### src/rtl/task_10_pkg.sv
// task_10_pkg: shared types and defaults for the task_10 output path.
//  task_output_enum : FSM states of task_10_output
//  DATA_W_DEF       : default byte width
//  DEPTH_DEF        : default FIFO depth (max frame length in bytes)
package task_10_pkg;
  localparam int DATA_W_DEF = 8;
  localparam int DEPTH_DEF  = 256;

  typedef enum logic [1:0] {
    s_IDLE,
    s_COLLECT,
    s_SEND,
    s_DONE
  } task_output_enum;
endpackage

### src/rtl/task_10_output_fifo.sv
// task_10_output_fifo: synchronous FIFO with registered read data.
//  i_clk    : clock
//  i_sclr   : synchronous clear (pointers, occupancy, q)
//  i_data   : write data
//  i_wrreq  : write request (ignored when full)
//  i_rdreq  : read request (ignored when empty); o_q valid the next cycle
//  o_q      : registered read data
//  o_empty  : no entries
//  o_full   : DEPTH entries
//  o_usedw  : occupancy, 0..DEPTH
module task_10_output_fifo #(
  parameter int DATA_W = 8,
  parameter int DEPTH  = 256,
  localparam int CNT_W = $clog2(DEPTH + 1),
  localparam int AW    = $clog2(DEPTH)
) (
  input  logic              i_clk,
  input  logic              i_sclr,
  input  logic [DATA_W-1:0] i_data,
  input  logic              i_wrreq,
  input  logic              i_rdreq,
  output logic [DATA_W-1:0] o_q,
  output logic              o_empty,
  output logic              o_full,
  output logic [CNT_W-1:0]  o_usedw
);
  logic [DATA_W-1:0] r_mem [DEPTH];
  logic [AW-1:0]     r_wptr, r_rptr;
  logic [CNT_W-1:0]  r_cnt;
  logic [DATA_W-1:0] r_q;
  logic              w_wr, w_rd;

  assign o_empty = (r_cnt == '0);
  assign o_full  = (r_cnt == CNT_W'(DEPTH));
  assign o_usedw = r_cnt;
  assign o_q     = r_q;
  assign w_wr    = i_wrreq && !o_full;
  assign w_rd    = i_rdreq && !o_empty;

  // Storage has no reset; pointers alone define contents.
  always_ff @(posedge i_clk) begin
    if (w_wr) r_mem[r_wptr] <= i_data;
  end

  always_ff @(posedge i_clk) begin
    if (i_sclr) begin
      r_wptr <= '0;
      r_rptr <= '0;
      r_cnt  <= '0;
      r_q    <= '0;
    end else begin
      if (w_wr) r_wptr <= r_wptr + 1'b1;
      if (w_rd) begin
        r_rptr <= r_rptr + 1'b1;
        r_q    <= r_mem[r_rptr];
      end
      r_cnt <= r_cnt + CNT_W'(w_wr) - CNT_W'(w_rd);
    end
  end
endmodule

### src/rtl/task_10_output.sv
// task_10_output: collects core bytes into a FIFO and, on frame end, streams
// the whole frame out as an AXI-Stream master.
//  i_clk, i_rst        : clock, synchronous active-high reset
//  i_data, i_wr        : byte from core and its strobe
//  i_frame_end         : frame complete (may coincide with the last i_wr)
//  o_ready_in          : bytes accepted (collect state only)
//  i_tready            : downstream ready
//  o_tdata_valid/o_tdata/o_tdata_last : AXI-S master
//  o_busy              : frame in progress
//  o_empty             : FIFO empty
//  o_overflow          : sticky, a byte was dropped
module task_10_output
  import task_10_pkg::*;
#(
  parameter int DATA_W = DATA_W_DEF,
  parameter int DEPTH  = DEPTH_DEF
) (
  input  logic              i_clk,
  input  logic              i_rst,
  input  logic [DATA_W-1:0] i_data,
  input  logic              i_wr,
  input  logic              i_frame_end,
  output logic              o_ready_in,
  input  logic              i_tready,
  output logic              o_tdata_valid,
  output logic [DATA_W-1:0] o_tdata,
  output logic              o_tdata_last,
  output logic              o_busy,
  output logic              o_empty,
  output logic              o_overflow
);
  localparam int CNT_W = $clog2(DEPTH + 1);

  task_output_enum               r_state, w_next;
  logic [CNT_W-1:0]              r_cnt, r_rem_rd, r_rem_tx, w_cnt_tot, w_usedw;
  logic                          r_ready_in, r_busy, r_ovf, r_q_vld;
  logic [1:0][DATA_W-1:0]        r_skid;
  logic [1:0]                    r_skid_cnt;
  logic [DATA_W-1:0]             w_q;
  logic                          w_full, w_empty, w_acc, w_room, w_rdreq, w_pop;

  task_10_output_fifo #(.DATA_W(DATA_W), .DEPTH(DEPTH)) u_fifo (
    .i_clk   (i_clk),
    .i_sclr  (i_rst),
    .i_data  (i_data),
    .i_wrreq (w_acc),
    .i_rdreq (w_rdreq),
    .o_q     (w_q),
    .o_empty (w_empty),
    .o_full  (w_full),
    .o_usedw (w_usedw)
  );

  assign w_acc     = i_wr && (r_state == s_COLLECT) && !w_full;
  assign w_cnt_tot = r_cnt + CNT_W'(w_acc);

  // Output queue = skid entries followed by the FIFO q in flight. Reads are
  // issued only while fewer than two bytes are held, so the skid never
  // overflows and i_tready has no combinational path to the FIFO.
  assign w_room  = (r_skid_cnt == 2'd0) || ((r_skid_cnt == 2'd1) && !r_q_vld);
  assign w_rdreq = (r_state == s_SEND) && (r_rem_rd != '0) && w_room && !w_empty;

  assign o_tdata_valid = (r_skid_cnt != 2'd0) || r_q_vld;
  assign o_tdata       = (r_skid_cnt != 2'd0) ? r_skid[0] : w_q;
  assign o_tdata_last  = o_tdata_valid && (r_rem_tx == CNT_W'(1));
  assign w_pop         = o_tdata_valid && i_tready;

  assign o_ready_in = r_ready_in;
  assign o_busy     = r_busy;
  assign o_overflow = r_ovf;
  assign o_empty    = (w_usedw == '0);

  always_comb begin
    w_next = r_state;
    case (r_state)
      s_IDLE:    w_next = s_COLLECT;
      s_COLLECT: if (i_frame_end && (w_cnt_tot != '0)) w_next = s_SEND;
      s_SEND:    if (w_pop && (r_rem_tx == CNT_W'(1))) w_next = s_DONE;
      default:   w_next = s_IDLE;
    endcase
  end

  always_ff @(posedge i_clk) begin
    if (i_rst) begin
      r_state    <= s_IDLE;
      r_cnt      <= '0;
      r_rem_rd   <= '0;
      r_rem_tx   <= '0;
      r_ready_in <= 1'b0;
      r_busy     <= 1'b0;
      r_ovf      <= 1'b0;
      r_q_vld    <= 1'b0;
      r_skid     <= '0;
      r_skid_cnt <= 2'd0;
    end else begin
      r_state    <= w_next;
      r_ready_in <= (w_next == s_COLLECT);
      r_busy     <= (w_next == s_SEND) ||
                    ((w_next == s_COLLECT) && (r_state == s_COLLECT) && (w_cnt_tot != '0));
      if (i_wr && !w_acc) r_ovf <= 1'b1;

      if (r_state == s_IDLE) r_cnt <= '0;
      else if (w_acc)        r_cnt <= r_cnt + 1'b1;

      if ((r_state == s_COLLECT) && (w_next == s_SEND)) begin
        r_rem_rd <= w_cnt_tot;
        r_rem_tx <= w_cnt_tot;
      end else begin
        if (w_rdreq) r_rem_rd <= r_rem_rd - 1'b1;
        if (w_pop)   r_rem_tx <= r_rem_tx - 1'b1;
      end

      r_q_vld <= w_rdreq;
      // Any held byte not popped this cycle ends up in the skid, in order.
      case (r_skid_cnt)
        2'd0: if (r_q_vld && !w_pop) begin
          r_skid[0]  <= w_q;
          r_skid_cnt <= 2'd1;
        end
        2'd1: if (w_pop) begin
          if (r_q_vld) r_skid[0] <= w_q;
          else         r_skid_cnt <= 2'd0;
        end else if (r_q_vld) begin
          r_skid[1]  <= w_q;
          r_skid_cnt <= 2'd2;
        end
        default: if (w_pop) begin
          r_skid[0]  <= r_skid[1];
          r_skid_cnt <= 2'd1;
        end
      endcase
    end
  end
endmodule

### config.mk
export PLATFORM = sky130hd
export DESIGN_NAME = task_10_output
export DESIGN_NICKNAME = d
export VERILOG_FILES = /design/src/rtl/task_10_pkg.sv /design/src/rtl/task_10_output_fifo.sv /design/src/rtl/task_10_output.sv
export SDC_FILE = /design/constraint.sdc
export NUM_CORES = 2
export LEC_CHECK = 0
export BUFFER_PORTS_ARGS = -buffer_cell sky130_fd_sc_hd__clkbuf_2
export CORE_MARGIN = 1.5
export CORE_UTILIZATION = 45
export CTS_CLUSTER_SIZE = 16
export DETAILED_ROUTE_END_ITERATION = 16
export GPL_TIMING_DRIVEN = 0
export SYNTH_ARGS = -nofsm -noshare
export SYNTH_HDL_FRONTEND = slang
export SYNTH_SLANG_ARGS = --single-unit
### constraint.sdc
create_clock -name i_clk -period 7.7 [get_ports i_clk]
set_input_delay 0.77 -clock i_clk [delete_from_list [all_inputs] [get_ports i_clk]]
set_output_delay 0.77 -clock i_clk [all_outputs]
set_load 0.02 [all_outputs]
* After elaboration in Yosys (flattened, before gate mapping)
Memories as Yosys holds them, arrays and structs flattened. A register that Yosys moved wholly into a read port is not among the register bits. Cells that the tools add are included. Widths: inputs -> output; s select.
Storage, ports and cells: output and inout port bits 14, word-level logic and storage cells 96, memories kept 1, bits of input ports 13, bits in registers 76, memory bits (writable) 2048
Memories:
- u_fifo.r_mem | depth 256, width 8, rd ports 1, clocked after memory_dff 1, write ports 1, RTL line task_10_output_fifo.sv:27 | logic [DATA_W-1:0] r_mem [DEPTH];
Operators by class: eq/ne operators 12, mux-type cells 21, bitwise logic cells 1, reductions and logical operators 39, add/sub/neg operators 8
Operator list (number):
- $mux 8 | 5
- $mux 9 | 4
- $add 9x1->9 | 2
- $reduce_bool 9->1 | 2
- $sub 9x1->9 const B | 2
- $logic_and 1x1->1 | 17
- $add 8x1->8 const B | 2
- $pmux 8 s2 | 1
- $mux 2 | 7
- $add 9x1->9 const B | 1
- $eq 9x1->1 const B | 1
- $eq 9x9->1 const B | 1
- $logic_not 9->1 | 1
- $sub 9x1->9 | 1
- $reduce_and 4->1 | 2
- $reduce_bool 2->1 | 4
- $eq 2x1->1 const B | 3
- $ne 3x3->1 const B | 2
- $pmux 2 s3 | 1
- $logic_not 1->1 | 5
- $eq 2x2->1 const B | 2
- $logic_not 2->1 | 2
- $ne 2x2->1 const B | 2
- $pmux 2 s2 | 1
- 7 further kinds | 10

* Logic depth before layout (Yosys ltp)
depth after elaboration 12, gate-level depth with buffers 19, depth with buffers taken out 18

* By module
From an unflattened synthesis, not the netlist that was laid out.
Unflattened totals: cells, all modules 4290, area total of the unflattened synthesis 84111.9 µm²
Modules (own cells, without submodules):
- task_10_output_fifo | instances 1, area an instance 81289.2 µm², sequential area each 62159.6 µm², cells each 3984
- task_10_output | instances 1, area an instance 2822.7 µm², sequential area each 1021.0 µm², cells each 306

* Worst setup path before layout
OpenSTA, ideal clock, no wires.
kind register -> register, from register r_rem_rd[3], to register u_fifo.r_cnt[8], in the netlist u_fifo.o_usedw[8], path slack 4.139 ns, path buffers 1, arrival 3.430 ns, stages on the path, launching flop included 18, library setup time 0.131 ns, required time 7.569 ns, period minus slack after synthesis 3.561 ns, cells stage by stage dfxtp_1 or4_4 or4_1 buf_2 nand2_2 inv_2 ha_1 inv_1 ha_1 inv_1 fa_1 nand2b_1 a21oi_1 o21ai_0 a21oi_1 o211ai_1 a21oi_1 nor3b_1
Between the ends: longest elaborated chain between the ends 6
RTL lines:
- from (decl) | RTL line task_10_output.sv:35 | logic [CNT_W-1:0] r_cnt, r_rem_rd, r_rem_tx, w_cnt_tot, w_usedw;
- from (signal assigned) | RTL line task_10_output.sv:106 | r_rem_rd <= w_cnt_tot;
- from (signal assigned) | RTL line task_10_output.sv:109 | if (w_rdreq) r_rem_rd <= r_rem_rd - 1'b1;
- $reduce_bool 9->1 | RTL line task_10_output.sv:61 | assign w_rdreq = (r_state == s_SEND) && (r_rem_rd != '0) && w_room && !w_empty;
- $logic_and 1x1->1 (3 in a row) | RTL line task_10_output.sv:61
- net u_fifo.i_rdreq | RTL line task_10_output_fifo.sv:21 | input logic i_rdreq,
- $logic_and 1x1->1 | RTL line task_10_output_fifo.sv:38 | assign w_rd = i_rdreq && !o_empty;
- $sub 9x1->9 | RTL line task_10_output_fifo.sv:57 | r_cnt <= r_cnt + CNT_W'(w_wr) - CNT_W'(w_rd);
- to (signal assigned) | RTL line task_10_output_fifo.sv:57
- to (decl) | RTL line task_10_output_fifo.sv:29 | logic [CNT_W-1:0] r_cnt;
The timed path passes the listed nets, and every way through them passes these cells. A chain may end at the register's enable or synchronous reset.

* Worst setup path in the final report
from register u_fifo.r_cnt[4], in the netlist u_fifo.o_usedw[4], to memory u_fifo.r_mem[189][7], enable pin
Between the ends: longest elaborated chain between the ends 6
RTL lines:
- $eq 9x9->1 | RTL line task_10_output_fifo.sv:34 | assign o_full = (r_cnt == CNT_W'(DEPTH));
- $logic_not 1->1 | RTL line task_10_output.sv:54 | assign w_acc = i_wr && (r_state == s_COLLECT) && !w_full;
- $logic_and 1x1->1 | RTL line task_10_output.sv:54
- net u_fifo.i_wrreq | RTL line task_10_output_fifo.sv:20 | input logic i_wrreq,
- $logic_and 1x1->1 | RTL line task_10_output_fifo.sv:37 | assign w_wr = i_wrreq && !o_full;
- $mux 1 | RTL line task_10_output_fifo.sv:42 | if (w_wr) r_mem[r_wptr] <= i_data;
- $mux 1 (implied by the code) | RTL line task_10_output_fifo.sv:42
- to (decl) | RTL line task_10_output_fifo.sv:27
The timed path passes the listed nets, and every way through them passes these cells.

==> run metrics <==
PostCTS Resize Cnt 0; hold crit path type input pin to flop; initial antenna violation count 16; total gr overflow 0; Critical Path End u_fifo.r_mem[189][7]; # setup viols final 0; vias in the first global route 45300; total of max-cap violations 7; final count of hold timing violations 0; largest net degree at the start of global routing 157; total CTS buffers 213; DR iter-0 viols 7995; TNS Setup 0 ns; largest cells by area after synthesis edfxtp_1 73%, mux4_2 7.8%, mux2i_1 5.6%, dfxtp_1 2.0%, o221ai_1 1.9%; RD Place Congestion 0.986; RR Startpoint u_fifo.o_usedw[4]; CORE AREA 0.186 mm²; Post-Syn Nets 4588; syn avg cell area 18.5 µm²; Detailed Place HPWL 185000 µm; slew margin rel. -11.0%; DR vias/cell 6.42; TritonCTS clock tree yes; DRT Pass-1 Iters 6; R2R Path End u_fifo.r_mem[189][7]; RSZ-0062 raised after global routing no; Seq/Total Area, Yosys 75.0%; largest area contributor in the netlist edfxtp_1; Synth cell types 76; Routed Wire Length 278000 µm; R2R setup slack 2.09 ns; Async SR Flop Fraction 0%; DR WL/cell 37.1 µm; count leader, synth edfxtp_1; Crit path required time 8.19 ns; Root Buffer clkbuf_16; fin nets 4845; pins over their slew limit 77; Synth top area share 73.0%; PD cells 251 mW/mm²; CTS sink cnt 2132; Post-Synthesis Cells 4551; violated checks max-capacitance violations, max-slew violations; Setup CP Type flop to flop; Critical Path Fanout Max 11; Synth Flop Type edfxtp_1; ANT nets after route 0; first-pass GRT wire length 375000 µm; row count 158; fin crit period 5.61 ns; die width 436 µm; Max Freq 0.178 GHz; R2R cell count 8; Cells on Worst Hold Path 3; worst-margin pin slew 1.66 ns; Peak VDD IR 239 µV; Longest Clk Path Bufs 3; Worst Skew 0.0496 ns; post-CTS setup buffers 0; mapped cell area 0.0842 mm²; Commonest cells post-synth 2048 x edfxtp_1, 475 x mux2i_1, 356 x nor2_1; cts hold-fix bufs 0; die area 0.190 mm²; port bufs 25; Critical Path AT 6.10 ns; PnR Total Power 0.0238 W; H-tree depth 4; layout cells sized above 1 16.0%; crit share post-route 72.8%; Area Growth Syn to Fin 12.6%; Initial Util 45.4%; leakage power 28.1 nW; via count 48000; Die Height 436 µm; clock-pin slew on the worst setup and hold paths 0.06 ns; Yosys Warn Count 0; Worst setup EP type flop; Filler cells 15000; gr usage total 28.9%; #FFs+latches synth 2132; Ports 27; clk_lat worst skew 0.89 ns; status finished with violations; CP Launch Type flop; Post-synth EDFFs 2048; origin of the worst setup path u_fifo.o_usedw[4]; DRC viols 0
layout by cell type (no fill, tap or decap), types with 39 or more instances in the layout:
cell,Yosys,layout
edfxtp_1,2048,2048
dfxtp_1,84,84
nand2_1,78,78
mux2i_1,475,475
clkbuf_1,126,160
a21oi_1,169,169
o221ai_1,178,178
buf_2,41,45
clkinv_2,0,43
clkinv_1,1,53
o22ai_1,98,98
nand3_1,55,55
a22oi_1,57,57
clkbuf_16,0,214
mux4_2,290,290
nor2_1,356,356
buf_6,37,39
state kept, by name, indices dropped and copies added, names as in the netlist, 2 cells and up:
signal	flops
u_fifo.r_mem	2048
r_skid	16
r_cnt	9
r_rem_rd	9
r_rem_tx	9
u_fifo.o_usedw	9
u_fifo.o_q	8
u_fifo.r_rptr	8
u_fifo.r_wptr	8
r_skid_cnt	2
r_state	2
logic make-up after synthesis:
logic type,share of synthesized area (%)
AO/OA/AOI/OAI,5.24
XOR/XNOR,0.489
adder cells (fa/ha/maj),0.365
buffers and inverters,1.96
flip-flops,75.0
multiplexers,13.5
AND/OR/NAND/NOR,3.38
worst min path at each step:
stage	start	to
6_report	i_wr	o_overflow
5_1_grt	i_wr	o_overflow
4_1_cts	i_wr	o_overflow
3_5_place_dp	o_overflow	o_overflow
3_3_place_gp	o_overflow	o_overflow
2_1_floorplan	r_rem_rd[8]	r_rem_rd[8]
metal layers:
metal  vias up  wire length (µm)  global-route usage (%)
met1     25100            107000                    39.5
met4        14             14000                    13.0
li1      19100                 -                       -
met2      3128            122000                    42.6
met3       576             34900                    8.87
met5         -               249                   0.504
layout make-up:
type	instances	area, µm²	share of cell area [%]
sequential	2132	63200	66.6
multi-input combinational	2118	19400	20.5
clock buffer	263	5550	5.85
tap	2480	3100	3.27
buffer	274	1570	1.66
clock inverter	137	1300	1.37
timing repair buffer	42	618	0.652
inverter	27	101	0.107
antenna	3	7.51	0.00792
critical path, stage by stage, from the launching register on:
cell and delay [ns]:
dfxtp_1 0.33, inv_1 0.06, ha_1 0.20, nor4bb_1 0.17, a31oi_1 0.97, clkbuf_1 0.64
nand3_1 0.98, clkbuf_1 0.80, nor2_1 1.03
metrics by stage:
step	cell area, µm²	hold WS [ns]	utilization, %	setup WS [ns]	cells
after floorplan	84200	0.443	-	4.14	4551
after global placement	87400	0.453	47.1	1.77	7056
after detailed placement	88000	0.463	47.4	2.18	7072
after CTS	94800	0.0961	51.1	2.26	7472
after global routing	94800	0.152	51.1	2.18	7474
final	94800	0.139	51.1	2.09	7476
report_power, final:
group	switching (W)	internal (W)
clock network	0.00460	0.00568
registers	0.0000245	0.0127
logic	0.000517	0.000229
total	0.00514	0.0186
(Power assumes the default switching activity.)
